### src/rtl/estacao_reserva_pkg.sv
// ---------------------------------------------------------------------------
// estacao_reserva_pkg
// Shared constants and types for the ADD-class reservation stations of the
// Tomasulo datapath.
//   - Tags used on the CDB and in the Qj/Qk/Qi fields (0 means "value present")
//   - Opcodes understood by the ADD-class ALU
//   - Reset values for held operands and tags
//   - State encoding of the station controller
// ---------------------------------------------------------------------------
package estacao_reserva_pkg;

    // Tags of the producers that can appear on the CDB
    localparam logic [2:0] FREE_REGISTER    = 3'd0;
    localparam logic [2:0] RES_STATION_ADD1 = 3'd1;
    localparam logic [2:0] RES_STATION_ADD2 = 3'd2;

    // Opcodes of the ADD-class functional unit
    localparam logic [2:0] OP_NOP = 3'b000;
    localparam logic [2:0] OP_ADD = 3'b001;
    localparam logic [2:0] OP_SUB = 3'b010;
    localparam logic [2:0] OP_AND = 3'b011;
    localparam logic [2:0] OP_OR  = 3'b100;

    // Values held by an empty station
    localparam logic [15:0] Vj_Vk_sem_valor = 16'hFFF0;
    localparam logic [2:0]  Qj_Qk_sem_valor = 3'd0;

    // Station controller states
    typedef enum logic [1:0] {
        IDLE     = 2'd0,
        WAIT_OPS = 2'd1,
        EXEC     = 2'd2,
        WB       = 2'd3
    } rsState_t;

endpackage

### src/rtl/estacao_reserva_add_ula.sv
// ---------------------------------------------------------------------------
// ula_add
// Combinational 16-bit ALU of the ADD-class functional unit. Wrap-around
// arithmetic, no flags. Unknown opcodes produce zero.
// Ports:
//   Ufop   in  3   opcode
//   A      in  16  operand j
//   B      in  16  operand k
//   Result out 16  operation result
// ---------------------------------------------------------------------------
module ula_add
    import estacao_reserva_pkg::*;
(
    input  logic [2:0]  Ufop,
    input  logic [15:0] A,
    input  logic [15:0] B,
    output logic [15:0] Result
);

    // Select the operation; anything outside the ADD class yields zero
    always_comb begin
        Result = 16'h0000;
        case (Ufop)
            OP_ADD:  Result = A + B;
            OP_SUB:  Result = A - B;
            OP_AND:  Result = A & B;
            OP_OR:   Result = A | B;
            default: Result = 16'h0000;
        endcase
    end

endmodule

### src/rtl/estacao_reserva_add.sv
// ---------------------------------------------------------------------------
// estacao_reserva_add
// One ADD-class reservation station. Takes an instruction from dispatch,
// snoops the CDB for missing operands, executes for EXEC_LATENCY cycles and
// then requests the CDB to broadcast its result under its own tag.
// Ports:
//   Clock, Reset_n             clock (rising edge), async active-low reset
//   Enable_VQ, Ufop, Vj, Vk,   dispatch strobe and instruction fields
//   Qj, Qk, R_target
//   Cdb_valid/tag/data         CDB snoop inputs
//   Cdb_grant                  CDB arbiter grant
//   Busy                       station occupied (back to dispatch)
//   Cdb_req, Cdb_tag_out,      result broadcast request, tag, value and
//   Cdb_data_out, R_target_out destination register
//   Dispatch_drop              pulse: a dispatch arrived while Busy
// ---------------------------------------------------------------------------
module estacao_reserva_add
    import estacao_reserva_pkg::*;
#(
    parameter logic [2:0]  RS_TAG       = RES_STATION_ADD1,
    parameter int unsigned EXEC_LATENCY = 2
) (
    input  logic        Clock,
    input  logic        Reset_n,
    input  logic        Enable_VQ,
    input  logic [2:0]  Ufop,
    input  logic [15:0] Vj,
    input  logic [15:0] Vk,
    input  logic [2:0]  Qj,
    input  logic [2:0]  Qk,
    input  logic [3:0]  R_target,
    input  logic        Cdb_valid,
    input  logic [2:0]  Cdb_tag,
    input  logic [15:0] Cdb_data,
    input  logic        Cdb_grant,
    output logic        Busy,
    output logic        Cdb_req,
    output logic [2:0]  Cdb_tag_out,
    output logic [15:0] Cdb_data_out,
    output logic [3:0]  R_target_out,
    output logic        Dispatch_drop
);

    rsState_t    state_q;
    logic [2:0]  ufop_q;
    logic [15:0] vj_q;
    logic [15:0] vk_q;
    logic [2:0]  qj_q;
    logic [2:0]  qk_q;
    logic [3:0]  rTarget_q;
    logic [3:0]  counter_q;
    logic [15:0] result_q;
    logic        busy_q;
    logic        cdbReq_q;
    logic [2:0]  tagOut_q;
    logic        drop_q;

    logic [15:0] captureVj_d;
    logic [15:0] captureVk_d;
    logic [2:0]  captureQj_d;
    logic [2:0]  captureQk_d;
    logic [15:0] aluResult;

    // Same-cycle forwarding at capture: an operand being broadcast on the
    // very edge it is dispatched is taken from the CDB instead of waiting
    // for a broadcast that has already gone by.
    always_comb begin
        captureVj_d = Vj;
        captureQj_d = Qj;
        captureVk_d = Vk;
        captureQk_d = Qk;
        if (Cdb_valid && (Qj != FREE_REGISTER) && (Cdb_tag == Qj)) begin
            captureVj_d = Cdb_data;
            captureQj_d = Qj_Qk_sem_valor;
        end
        if (Cdb_valid && (Qk != FREE_REGISTER) && (Cdb_tag == Qk)) begin
            captureVk_d = Cdb_data;
            captureQk_d = Qj_Qk_sem_valor;
        end
    end

    ula_add u_ula (
        .Ufop   (ufop_q),
        .A      (vj_q),
        .B      (vk_q),
        .Result (aluResult)
    );

    // Station controller. Cdb_req is raised one cycle after entering WB so
    // that a grant is only honoured once the request is actually visible
    // to the arbiter; the held result and destination stay put until then.
    always_ff @(posedge Clock or negedge Reset_n) begin
        if (!Reset_n) begin
            state_q   <= IDLE;
            ufop_q    <= OP_NOP;
            vj_q      <= Vj_Vk_sem_valor;
            vk_q      <= Vj_Vk_sem_valor;
            qj_q      <= Qj_Qk_sem_valor;
            qk_q      <= Qj_Qk_sem_valor;
            rTarget_q <= 4'd0;
            counter_q <= 4'd0;
            result_q  <= Vj_Vk_sem_valor;
            busy_q    <= 1'b0;
            cdbReq_q  <= 1'b0;
            tagOut_q  <= FREE_REGISTER;
            drop_q    <= 1'b0;
        end else begin
            drop_q <= Enable_VQ && busy_q;
            case (state_q)
                IDLE: begin
                    if (Enable_VQ && (Ufop != OP_NOP)) begin
                        ufop_q    <= Ufop;
                        rTarget_q <= R_target;
                        vj_q      <= captureVj_d;
                        vk_q      <= captureVk_d;
                        qj_q      <= captureQj_d;
                        qk_q      <= captureQk_d;
                        busy_q    <= 1'b1;
                        state_q   <= WAIT_OPS;
                    end
                end
                WAIT_OPS: begin
                    if (Cdb_valid && (qj_q != FREE_REGISTER) && (Cdb_tag == qj_q)) begin
                        vj_q <= Cdb_data;
                        qj_q <= Qj_Qk_sem_valor;
                    end
                    if (Cdb_valid && (qk_q != FREE_REGISTER) && (Cdb_tag == qk_q)) begin
                        vk_q <= Cdb_data;
                        qk_q <= Qj_Qk_sem_valor;
                    end
                    if ((qj_q == FREE_REGISTER) && (qk_q == FREE_REGISTER)) begin
                        counter_q <= 4'(EXEC_LATENCY - 1);
                        state_q   <= EXEC;
                    end
                end
                EXEC: begin
                    if (counter_q == 4'd0) begin
                        result_q <= aluResult;
                        state_q  <= WB;
                    end else begin
                        counter_q <= counter_q - 4'd1;
                    end
                end
                WB: begin
                    if (cdbReq_q && Cdb_grant) begin
                        cdbReq_q <= 1'b0;
                        tagOut_q <= FREE_REGISTER;
                        busy_q   <= 1'b0;
                        state_q  <= IDLE;
                    end else begin
                        cdbReq_q <= 1'b1;
                        tagOut_q <= RS_TAG;
                    end
                end
                default: state_q <= IDLE;
            endcase
        end
    end

    assign Busy          = busy_q;
    assign Cdb_req       = cdbReq_q;
    assign Cdb_tag_out   = tagOut_q;
    assign Cdb_data_out  = result_q;
    assign R_target_out  = rTarget_q;
    assign Dispatch_drop = drop_q;

endmodule

### config.mk
export PLATFORM = sky130hd
export DESIGN_NAME = estacao_reserva_add
export DESIGN_NICKNAME = d
export VERILOG_FILES = /design/src/rtl/estacao_reserva_pkg.sv /design/src/rtl/estacao_reserva_add_ula.sv /design/src/rtl/estacao_reserva_add.sv
export SDC_FILE = /design/constraint.sdc
export NUM_CORES = 1
export LEC_CHECK = 0
export CAP_MARGIN = 20
export CORE_MARGIN = 8
export CORE_UTILIZATION = 49
export CTS_BUF_LIST = sky130_fd_sc_hd__clkbuf_2 sky130_fd_sc_hd__clkbuf_4 sky130_fd_sc_hd__clkbuf_8
export CTS_CLUSTER_SIZE = 16
export DETAILED_ROUTE_END_ITERATION = 16
export GPL_TIMING_DRIVEN = 0
export HOLD_SLACK_MARGIN = 0.1
export PLACE_DENSITY = 0.75
export SLEW_MARGIN = 20
export SYNTH_ARGS = -nofsm -noshare
export SYNTH_HDL_FRONTEND = slang
export SYNTH_SLANG_ARGS = --single-unit
export TNS_END_PERCENT = 10
### constraint.sdc
create_clock -name Clock -period 2.9 [get_ports Clock]
set_input_delay 0.725 -clock Clock [delete_from_list [all_inputs] [get_ports Clock]]
set_output_delay 0.725 -clock Clock [all_outputs]
set_load 0.005 [all_outputs]
==> flow_metrics.py, run 1 <==
metrics = {
    "drt": {
        "final_antenna_net_count": 0,
        "drtIter0Drc": 289,
        "dr_total_vias": 4603,
        "drcViolationCount": 0,
        "wl_um": 14100,
        "avgRoutedWirePerCell_um": 17.3,
        "viasPerCell": 5.63,
        "drt-pass1-iter-count": 5,
    },
    "timing": {
        "min_period_over_period_pct": 103,
        "finalWorstSetupSlack_ps": -80.2,
        "rsz0062_at_grt": "true",
        "fin_worst_skew_ps": 10.8,
        "worst_slew_pin_slew_ps": 788,
        "finalSetupTns_ps": -80.2,
        "drv_slew": 0,
        "max_freq_mhz": 336,
        "hold_viol_final": 0,
        "relSlewSlack_pct": 46.9,
        "setup_viol": 1,
        "period_minus_slack_ps": 2980,
    },
    "run": {
        "max_cap_violations": 0,
    },
    "pwr": {
        "leakagePower_nw": 2.84,
        "ir_drop_v": 0.000622,
        "power_density_nw_per_um2": 1420,
    },
    "cells_and_area": {
        "multi_input_area_um2": 3090,
        "register_area_um2": 1800,
        "n_antenna_cell": 0,
        "nets": 772,
        "final_cells": 818,
        "drive_above_1_share_pct": 20.4,
        "syn_to_final_growth_pct": 32.5,
        "fillers": 857,
    },
    "logic_synthesis": {
        "synth_flop_cell": "dfstp_2",
        "ys_types": 60,
        "syn_area_per_cell_um2": 8.90,
        "synth-seq-cells": 70,
        "synth-edff-count": 0,
        "synthCells": 560,
        "syn_area_um2": 4980,
        "synth_top_area_share_pct": 19.0,
        "ys_top_cells_by_area": "dfstp_2, dfrtp_1, mux2i_1",
        "synth_area_leader_cell": "dfstp_2",
        "ys_warn_count": 0,
        "ys_top_cells_by_count": "nand2_1, o21ai_0, dfstp_2",
        "ys_seq_area_share_pct": 36.0,
        "async_flop_share_pct": 100,
        "yosysMostFrequentCell": "nand2_1",
    },
    "global_routing": {
        "grt_max_degree": 42,
        "grt_pass1_vias": 4632,
        "antenna_found_initial": 0,
        "grt_first_pass_wirelength_um": 22800,
        "overflow": 0,
        "grt.total_usage_pct": 21.3,
    },
    "critical_path": {
        "critPathArrivalTime_ps": 3260,
        "critPathMaxFanout": 4,
        "reg2reg_depth": 12,
        "rr_endpoint": "Cdb_data_out[14]",
        "max_stage_delay_ps": 470,
        "cp-start-kind": "flop",
        "r2r_start": "vk_q[3]",
        "end_kind": "flop",
        "crit_chain": "nor4_4 > nor4b_4 > buf_4 > and2_4 > nor2_4 > xnor2_2 > ha_2 > a21oi_2 > or3b_4 > o211a_1 > o21a_1 > o31ai_2",
        "critPathCapture": "Cdb_data_out[14]",
        "cp_slowest_cell": "dfrtp_2",
        "crit_type": "flop to flop",
        "r2r_slack_ps": -80,
        "crit_required_ps": 3180,
        "cp-startpoint": "vk_q[3]",
    },
    "clocking": {
        "cts_tree": "yes",
        "clock_latency_ps": 370,
        "hold_buffers": 0,
        "cts_max_level": 3,
        "cts-root-buf": "clkbuf_8",
        "cts.clk_slew.worst_paths_ps": 80,
        "clockBufferDepth": 2,
        "clock_sinks": 70,
        "numCtsBuffers": 9,
    },
    "floorplan": {
        "core_area_um2": 10100,
        "die_y_um": 117,
        "die-area_um2": 13700,
        "row_count": 37,
        "ios": 95,
        "die_w_um": 117,
        "start_util_pct": 49.4,
    },
    "run_status": {
        "violations": "negative setup slack",
        "outcome": "finished with violations",
    },
    "placed_design": {
        "dp_hpwl_um": 11000,
        "dp_cells": 788,
        "place_congestion": 0.863,
        "port_buffers": 90,
    },
    "worst_hold_path": {
        "hold_class": "input pin to async pin",
    },
}
-- final cells by class --
type / instances / area share (%)
Tap cell: 136 / 2.58
Clock inverter: 6 / 1.65
Buffer: 28 / 2.44
Sequential cell: 70 / 27.3
Multi-Input combinational cell: 436 / 46.8
Timing Repair Buffer: 108 / 15.8
Inverter: 24 / 1.36
Clock buffer: 10 / 1.99
-- repair_timing --
action / in CTS / in global routing
resized for setup: 24 / 18
endpoints found under the setup margin: 13 / 10
buffers inserted: 12 / 5
hold endpoints to repair: 0 / 0
pin swaps: 15 / 13
-- worst min path at each step --
| stage | start | end | cells after the start |
|---|---|---|---|
| floorplan | Reset_n | Busy | 0 |
| global placement | Cdb_data_out[2] | Cdb_data_out[2] | 2 |
| detailed placement | Cdb_data_out[2] | Cdb_data_out[2] | 2 |
| CTS | Reset_n | vj_q[1] | 1 |
| global route | Reset_n | vj_q[1] | 1 |
| finish | Reset_n | vk_q[1] | 1 |
-- metrics by stage --
stage | util (%) | hold WS [ps] | setup WS, ps | cell area [um^2] | power (mW)
2_1_floorplan | - | 429 | -29.2 | 4990 | 6.07
3_5_place_dp | 60.3 | 471 | -598 | 6080 | 7.61
3_3_place_gp | 60.1 | 460 | -1120 | 6060 | 7.46
6_report | 65.5 | 276 | -80.2 | 6610 | 9.40
5_1_grt | 65.5 | 306 | -166 | 6610 | 10.1
4_1_cts | 64.2 | 287 | -57.2 | 6480 | 8.95
-- placed cells by master, fill, tap and decap left out, drive strengths merged, types with 4 or more instances in the layout --
master / synthesis / layout
clkdlybuf4s50: 0 / 89
nand2: 76 / 76
o21ai: 70 / 70
buf: 20 / 39
dfstp: 36 / 36
mux2i: 35 / 35
dfrtp: 34 / 34
a21oi: 31 / 31
nor2: 28 / 28
inv: 24 / 25
ha: 25 / 25
a21o: 21 / 21
xnor2: 19 / 19
clkbuf: 11 / 18
o31ai: 14 / 14
xor2: 12 / 12
mux2: 9 / 9
nand3: 8 / 8
nor3: 8 / 8
o21a: 7 / 7
a22oi: 7 / 7
or3: 5 / 5
nand2b: 4 / 4
a31oi: 4 / 4
o221ai: 4 / 4
nor4: 4 / 4
nor2b: 4 / 4
-- critical path: cells and delay by family (launching register included) --
| kind | cells | cell delay [ps] |
|---|---|---|
| AO/OA/AOI/OAI | 4 | 730 |
| XOR/XNOR | 1 | 130 |
| adder cells (fa/ha/maj) | 1 | 190 |
| buffers and inverters | 1 | 180 |
| flip-flops | 1 | 470 |
| AND/OR/NAND/NOR | 5 | 1200 |
-- state kept, by name, summed over array words and instances, names as in the netlist --
signal and count:
Cdb_data_out 16, vj_q 16, vk_q 16, R_target_out 4, counter_q 4, qj_q 3, qk_q 3, ufop_q 3
state_q 2, Busy 1, Cdb_tag_out 1, Dispatch_drop 1
-- per-layer routing --
metal / part of all wire, % / GRT usage [%]
met1: 47 / 27.5
met2: 47 / 35.2
met3: 4.7 / 3.08
met4: 1.8 / 8.79
met5: 0 / 0
-- logic make-up (layout without fill, tap and decap cells) --
logic type / Yosys count / after routing / synth area share, %
AOI/OAI and AO/OA: 181 / 181 / 23.1
xor gates and xnor gates: 31 / 31 / 5.45
adders and majority gates: 26 / 26 / 6.68
buffers and inverters: 55 / 176 / 5.15
DFF: 70 / 70 / 36.0
muxes: 44 / 44 / 9.06
other: 1 / 2 / 0.0752
and+or+nand+nor: 152 / 152 / 14.4
-- where the power goes --
part           internal [mW]  switching, mW  total, mW
clock network          0.581          0.395      0.976
logic                   2.90           3.42       6.32
registers               1.62          0.488       2.11
No activity file was read; power rests on OpenSTA's default activity.
==> run 2: changes to the inputs <==
--- a/config.mk
+++ b/config.mk
@@ -14,7 +14,6 @@
 export GPL_TIMING_DRIVEN = 0
 export HOLD_SLACK_MARGIN = 0.1
 export PLACE_DENSITY = 0.75
-export SLEW_MARGIN = 20
 export SYNTH_ARGS = -nofsm -noshare
 export SYNTH_HDL_FRONTEND = slang
 export SYNTH_SLANG_ARGS = --single-unit
==> run 2 against run 1 <==
- the run still ends with negative setup slack left
- clock power increased by 5%
- sequential share of layout area about the same
- via count decreased by 0.74%
- die area unchanged
- final cell count increased by 0.12%
- setup slack improved by 41 ps
- critical path type unchanged
- largest cell class unchanged
- highest routed layer unchanged
==> flow_metrics.py, run 2 (synthesis results as in run 1) <==
metrics = {
    "drt": {
        "avgRoutedWirePerCell_um": 17.3,
        "dr_total_vias": 4569,
        "drt-pass1-iter-count": 5,
        "wl_um": 14200,
        "final_antenna_net_count": 0,
        "viasPerCell": 5.58,
        "drtIter0Drc": 274,
        "drcViolationCount": 0,
    },
    "cells_and_area": {
        "most-common-layout-cells": "clkdlybuf4s50_1, nand2_1, o21ai_0, dfstp_2, mux2i_1",
        "design_area_um2": 6620,
        "syn_to_final_growth_pct": 32.8,
        "nets": 773,
        "post-route-util_pct": 65.6,
        "n_antenna_cell": 0,
        "final_cells": 819,
        "fillers": 848,
        "final_common_cell": "clkdlybuf4s50_1",
        "drive_above_1_share_pct": 20.5,
    },
    "timing": {
        "max_freq_mhz": 340,
        "finalWorstSetupSlack_ps": -39.7,
        "drv_slew": 0,
        "rsz0062_at_grt": "true",
        "hold_viol_final": 0,
        "fin_worst_skew_ps": 11.8,
        "min_period_over_period_pct": 101,
        "period_minus_slack_ps": 2940,
        "setup_viol": 1,
        "whs_ps": 476,
        "relSlewSlack_pct": 42.5,
        "worst_slew_pin_slew_ps": 862,
    },
    "placed_design": {
        "dp_cells": 787,
        "place_area_um2": 6060,
        "place_congestion": 0.863,
        "port_buffers": 90,
        "dp_hpwl_um": 10800,
    },
    "clocking": {
        "clock_latency_ps": 360,
        "cts_max_level": 3,
        "clock_sinks": 70,
        "cts_tree": "yes",
        "numCtsBuffers": 9,
        "cts.clk_slew.worst_paths_ps": 90,
        "cts-root-buf": "clkbuf_8",
        "clockBufferDepth": 2,
        "hold_buffers": 0,
    },
    "critical_path": {
        "cp-start-kind": "flop",
        "crit_chain": "or3b_4 > o31ai_1 > xor2_1 > ha_1 > o31a_1 > o311a_4 > o211a_1 > o21a_1 > o31ai_2",
        "cp.depth": 9,
        "max_stage_delay_ps": 470,
        "critPathMaxFanout": 7,
        "crit_family": "compound AO/OA/AOI/OAI gates",
        "critPathArrivalTime_ps": 3210,
        "cp_num_buf_inv": 0,
        "crit_type": "flop to flop",
        "crit_required_ps": 3170,
        "end_kind": "flop",
        "reg2reg_depth": 9,
        "cp_slowest_cell": "or3b_4",
    },
    "global_routing": {
        "overflow": 0,
        "grt.total_usage_pct": 21.1,
        "grt_pass1_vias": 4585,
        "antenna_found_initial": 0,
        "grt_first_pass_wirelength_um": 22600,
        "grt_max_degree": 71,
    },
    "floorplan": {
        "row_count": 37,
        "core_area_um2": 10100,
        "die_w_um": 117,
        "die_y_um": 117,
        "die-area_um2": 13700,
        "start_util_pct": 49.4,
        "ios": 95,
    },
    "pwr": {
        "ir_drop_v": 0.000588,
        "power_density_nw_per_um2": 1420,
        "leakagePower_nw": 2.85,
        "power_mw": 9.43,
    },
    "run": {
        "max_cap_violations": 0,
    },
    "run_status": {
        "outcome": "finished with violations",
        "violations": "negative setup slack",
    },
    "worst_hold_path": {
        "hold_class": "input pin to async pin",
    },
}
==> run 2: cell count changes in the layout (fill, tap and decap cells not counted), sizes merged <==
cell    change
buf         +1
clkbuf      +1
clkinv      -1
==> run 2: cell type report <==
type	count	area [um^2]	share of cell area, %
Buffer	28	161	2.44
Clock buffer	11	151	2.29
Clock inverter	5	104	1.57
Inverter	24	90.1	1.36
Multi-Input combinational cell	436	3100	46.8
Sequential cell	70	1800	27.3
Tap cell	136	170	2.57
Timing Repair Buffer	109	1040	15.7
==> run 2: stage by stage <==
stage	TNS, ps	setup WS [ps]
finish	-39.7	-39.7
CTS	-75.6	-61.2
detailed placement	-4190	-583
floorplan	-68.4	-29.2
global placement	-54240	-1120
global route	-617	-173
==> run 2: worst paths after layout <==
kind | startpoint | end | slack [ps]
min reg2reg | vk_q[15] | vk_q[15] | 490
max reg2reg | ufop_q[2] | Cdb_data_out[14] | -40
min | Reset_n | vk_q[1] | 480
max | ufop_q[2] | Cdb_data_out[14] | -40
min in group Clock | vk_q[15] | vk_q[15] | 490
max in group asynchronous | Reset_n | ufop_q[0] | 1810
==> run 2: worst register-to-register path, cell delays in order, from the launching register on <==
cell and delay (ps):
dfrtp_2 450, or3b_4 470, o31ai_1 120, xor2_1 110, ha_1 300, o31a_1 390
o311a_4 430, o211a_1 240, o21a_1 170, o31ai_2 170
==> run 2: timing repair <==
item                       CTS  global route
setup buffers               17             2
resized for setup           29            15
pin swaps                   23            18
setup endpoints to repair   13             8
gates cloned                 0             0
==> run 2: power by group <==
group          internal, mW  leakage [nW]  switching [mW]  total (mW)
clock                 0.620         0.130           0.399        1.02
combinational          2.89          1.93            3.41        6.30
sequential             1.62         0.790           0.487        2.11
total                  5.13          2.85            4.30        9.43
==> run 2: per-layer routing <==
layer	track usage [%]	vias to the layer above	wire [um]
li1	-	2251	-
met4	7.00	0	141
met2	35.7	149	6770
met1	26.9	2156	6390
met3	3.39	13	867
met5	0	-	0
==> edit, RTL diff (settings of run 2) <==
Remove the case item `OP_ADD` of the case on `Ufop`.
--- a/src/rtl/estacao_reserva_add_ula.sv
+++ b/src/rtl/estacao_reserva_add_ula.sv
@@ -21,7 +21,6 @@
     always_comb begin
         Result = 16'h0000;
         case (Ufop)
-            OP_ADD:  Result = A + B;
             OP_SUB:  Result = A - B;
             OP_AND:  Result = A & B;
             OP_OR:   Result = A | B;
Behaviour: not the same (a bounded check fails within 10 cycles, from zero or initial values and one cycle with Reset_n low).
==> edit against run 2 <==
- synthesized area grew 0.30%
- largest cell class unchanged
- setup slack improved by 290 ps
- largest power group unchanged
- clock power decreased by 19%
- total power fell by 26%
- sequential cell count stayed put
- final area fell by 5.2%
- core utilization shrank 3.4 points
- first-iteration DRC count down 17%
- critical endpoint is now vk_q[14]
- critical path type is now in2reg
- wire length fell by 2.6%
- hold slack better by 7.5 ps
- non-clock buffer count fell by 17
- sequential share of layout area is 1.4 points higher
==> edit: results (changes against run 2) <==
stage,metric,value,unit,change
finish,"non-filler cells, final",804,,-1.8%
hold_path,worst hold path type,reg2reg,,
yosys,Yosys cell types,56,,-6.7%
timing,min setup slack post-route,248,ps,+287 ps
finish,Fillers,877,,+3.4%
critical_path,Critical R2R Capture,Cdb_data_out[15],,
global_route,Total GRT Usage,21.0,%,-0.12 points
drt,Iter 0 DRT Violations,227,,-17%
critical_path,critical path's largest stage delay,440,ps,-30 ps
critical_path,reg2reg start,vk_q[10],,
placed_design,gpl congestion,0.884,,+2.4%
cts,Post-CTS Resized,0,,-100%
drt,via/cell ratio,5.41,,-3.0%
cts,Post-CTS Setup Inserts,0,,-17
timing,Max transition margin,40.9,%,-1.6 points
drt,WL final,13800,um,-2.6%
placed_design,pre-CTS setup slack,-121,ps,+462 ps
critical_path,Top delay family on crit path,buffers and inverters,,
drt,Pre-antenna DRT Iters,4,,-1
global_route,first-pass GRT wire length,22300,um,-1.3%
yosys,commonest cells in the netlist,"nand2_1 (78), o21ai_0 (59), ha_1 (54)",,
critical_path,"critical path fanouts, max",10,,+3
critical_path,CP max-delay cell,clkdlybuf4s50_1,,
timing,Clock Skew,10.4,ps,-1.39 ps
placed_design,Post-Place Cells,788,,+0.13%
finish,share of cells above drive strength 1,12.9,%,-7.6 points
global_route,number of global-route vias before repair,4439,,-3.2%
run_status,run status,"complete, no violations",,
yosys,Mapped Cells,561,,+0.18%
power,leakage,2.87,nW,+0.75%
critical_path,R2R setup slack,360,ps,+400 ps
yosys,"Seq/Total Area, Yosys",35.9,%,-0.11 points
critical_path,crit path DAT,2920,ps,-290 ps
power,maximum VDD drop,0.538,mV,-8.6%
==> edit: cell count changes in the layout (fill, tap and decap cells not counted), moves of 8 or more <==
| cell | before | now |
|---|---|---|
| a21o_1 | 21 | 1 |
| buf_4 | 25 | 7 |
| ha_1 | 21 | 54 |
| inv_1 | 24 | 53 |
| xor2_1 | 12 | 4 |
==> edit: per-layer routing <==
metal  global-route usage (%)  wire length [um]
met3                     4.67               722
met1                     26.8              6110
met4                     5.72               159
met5                        0                 0
met2                     35.1              6800
==> edit: cells by family after synthesis <==
kind of cell,synth area share (%)
simple gates,14.2
other cells,0.0750
flops,35.9
buf+inv,6.91
mux,9.89
compound gates,16.3
xor+xnor,2.80
fa+ha+maj,13.9
==> edit: layout make-up <==
class	instances	area [sq um]	area share, %
plain buffers	30	146	2.33
clock buffers	9	124	1.97
clock inverters	7	80.1	1.28
inverters	53	199	3.17
multi-input cells	409	2860	45.6
flip-flops and latches	70	1800	28.6
well taps	136	170	2.71
repair buffers	90	898	14.3
==> edit: metrics by stage <==
step           hold WS, ps  setup TNS (ps)  instance area [sq um]  power, mW
2_1_floorplan          429               0                   5000       4.79
3_3_place_gp           463          -61230                   6070       5.98
3_5_place_dp           476           -1000                   6070       6.14
4_1_cts                492               0                   6280       6.99
5_1_grt                516               0                   6280       7.61
6_report               483               0                   6280       6.99
==> edit: tightest hold or removal path, cell delays in order (launching register included) <==
cell     delay [ps]
dfstp_2         380
nand2_1          40
o21ai_0          60
==> edit: worst max-delay path by stage <==
stage,start,endpoint,depth (start not counted)
3_3_place_gp,Reset_n,R_target_out[0],1
3_5_place_dp,Ufop[0],vk_q[11],9
5_1_grt,vk_q[10],Cdb_data_out[15],9
4_1_cts,Ufop[0],vk_q[14],9
2_1_floorplan,Cdb_tag[2],qj_q[1],9
6_report,Ufop[0],vk_q[14],9
==> edit: power breakdown <==
part	internal [mW]	leakage [nW]	switching, mW
Sequential	1.62	0.794	0.426
Clock	0.409	0.102	0.422
Combinational	1.80	1.97	2.31
Total	3.83	2.87	3.16
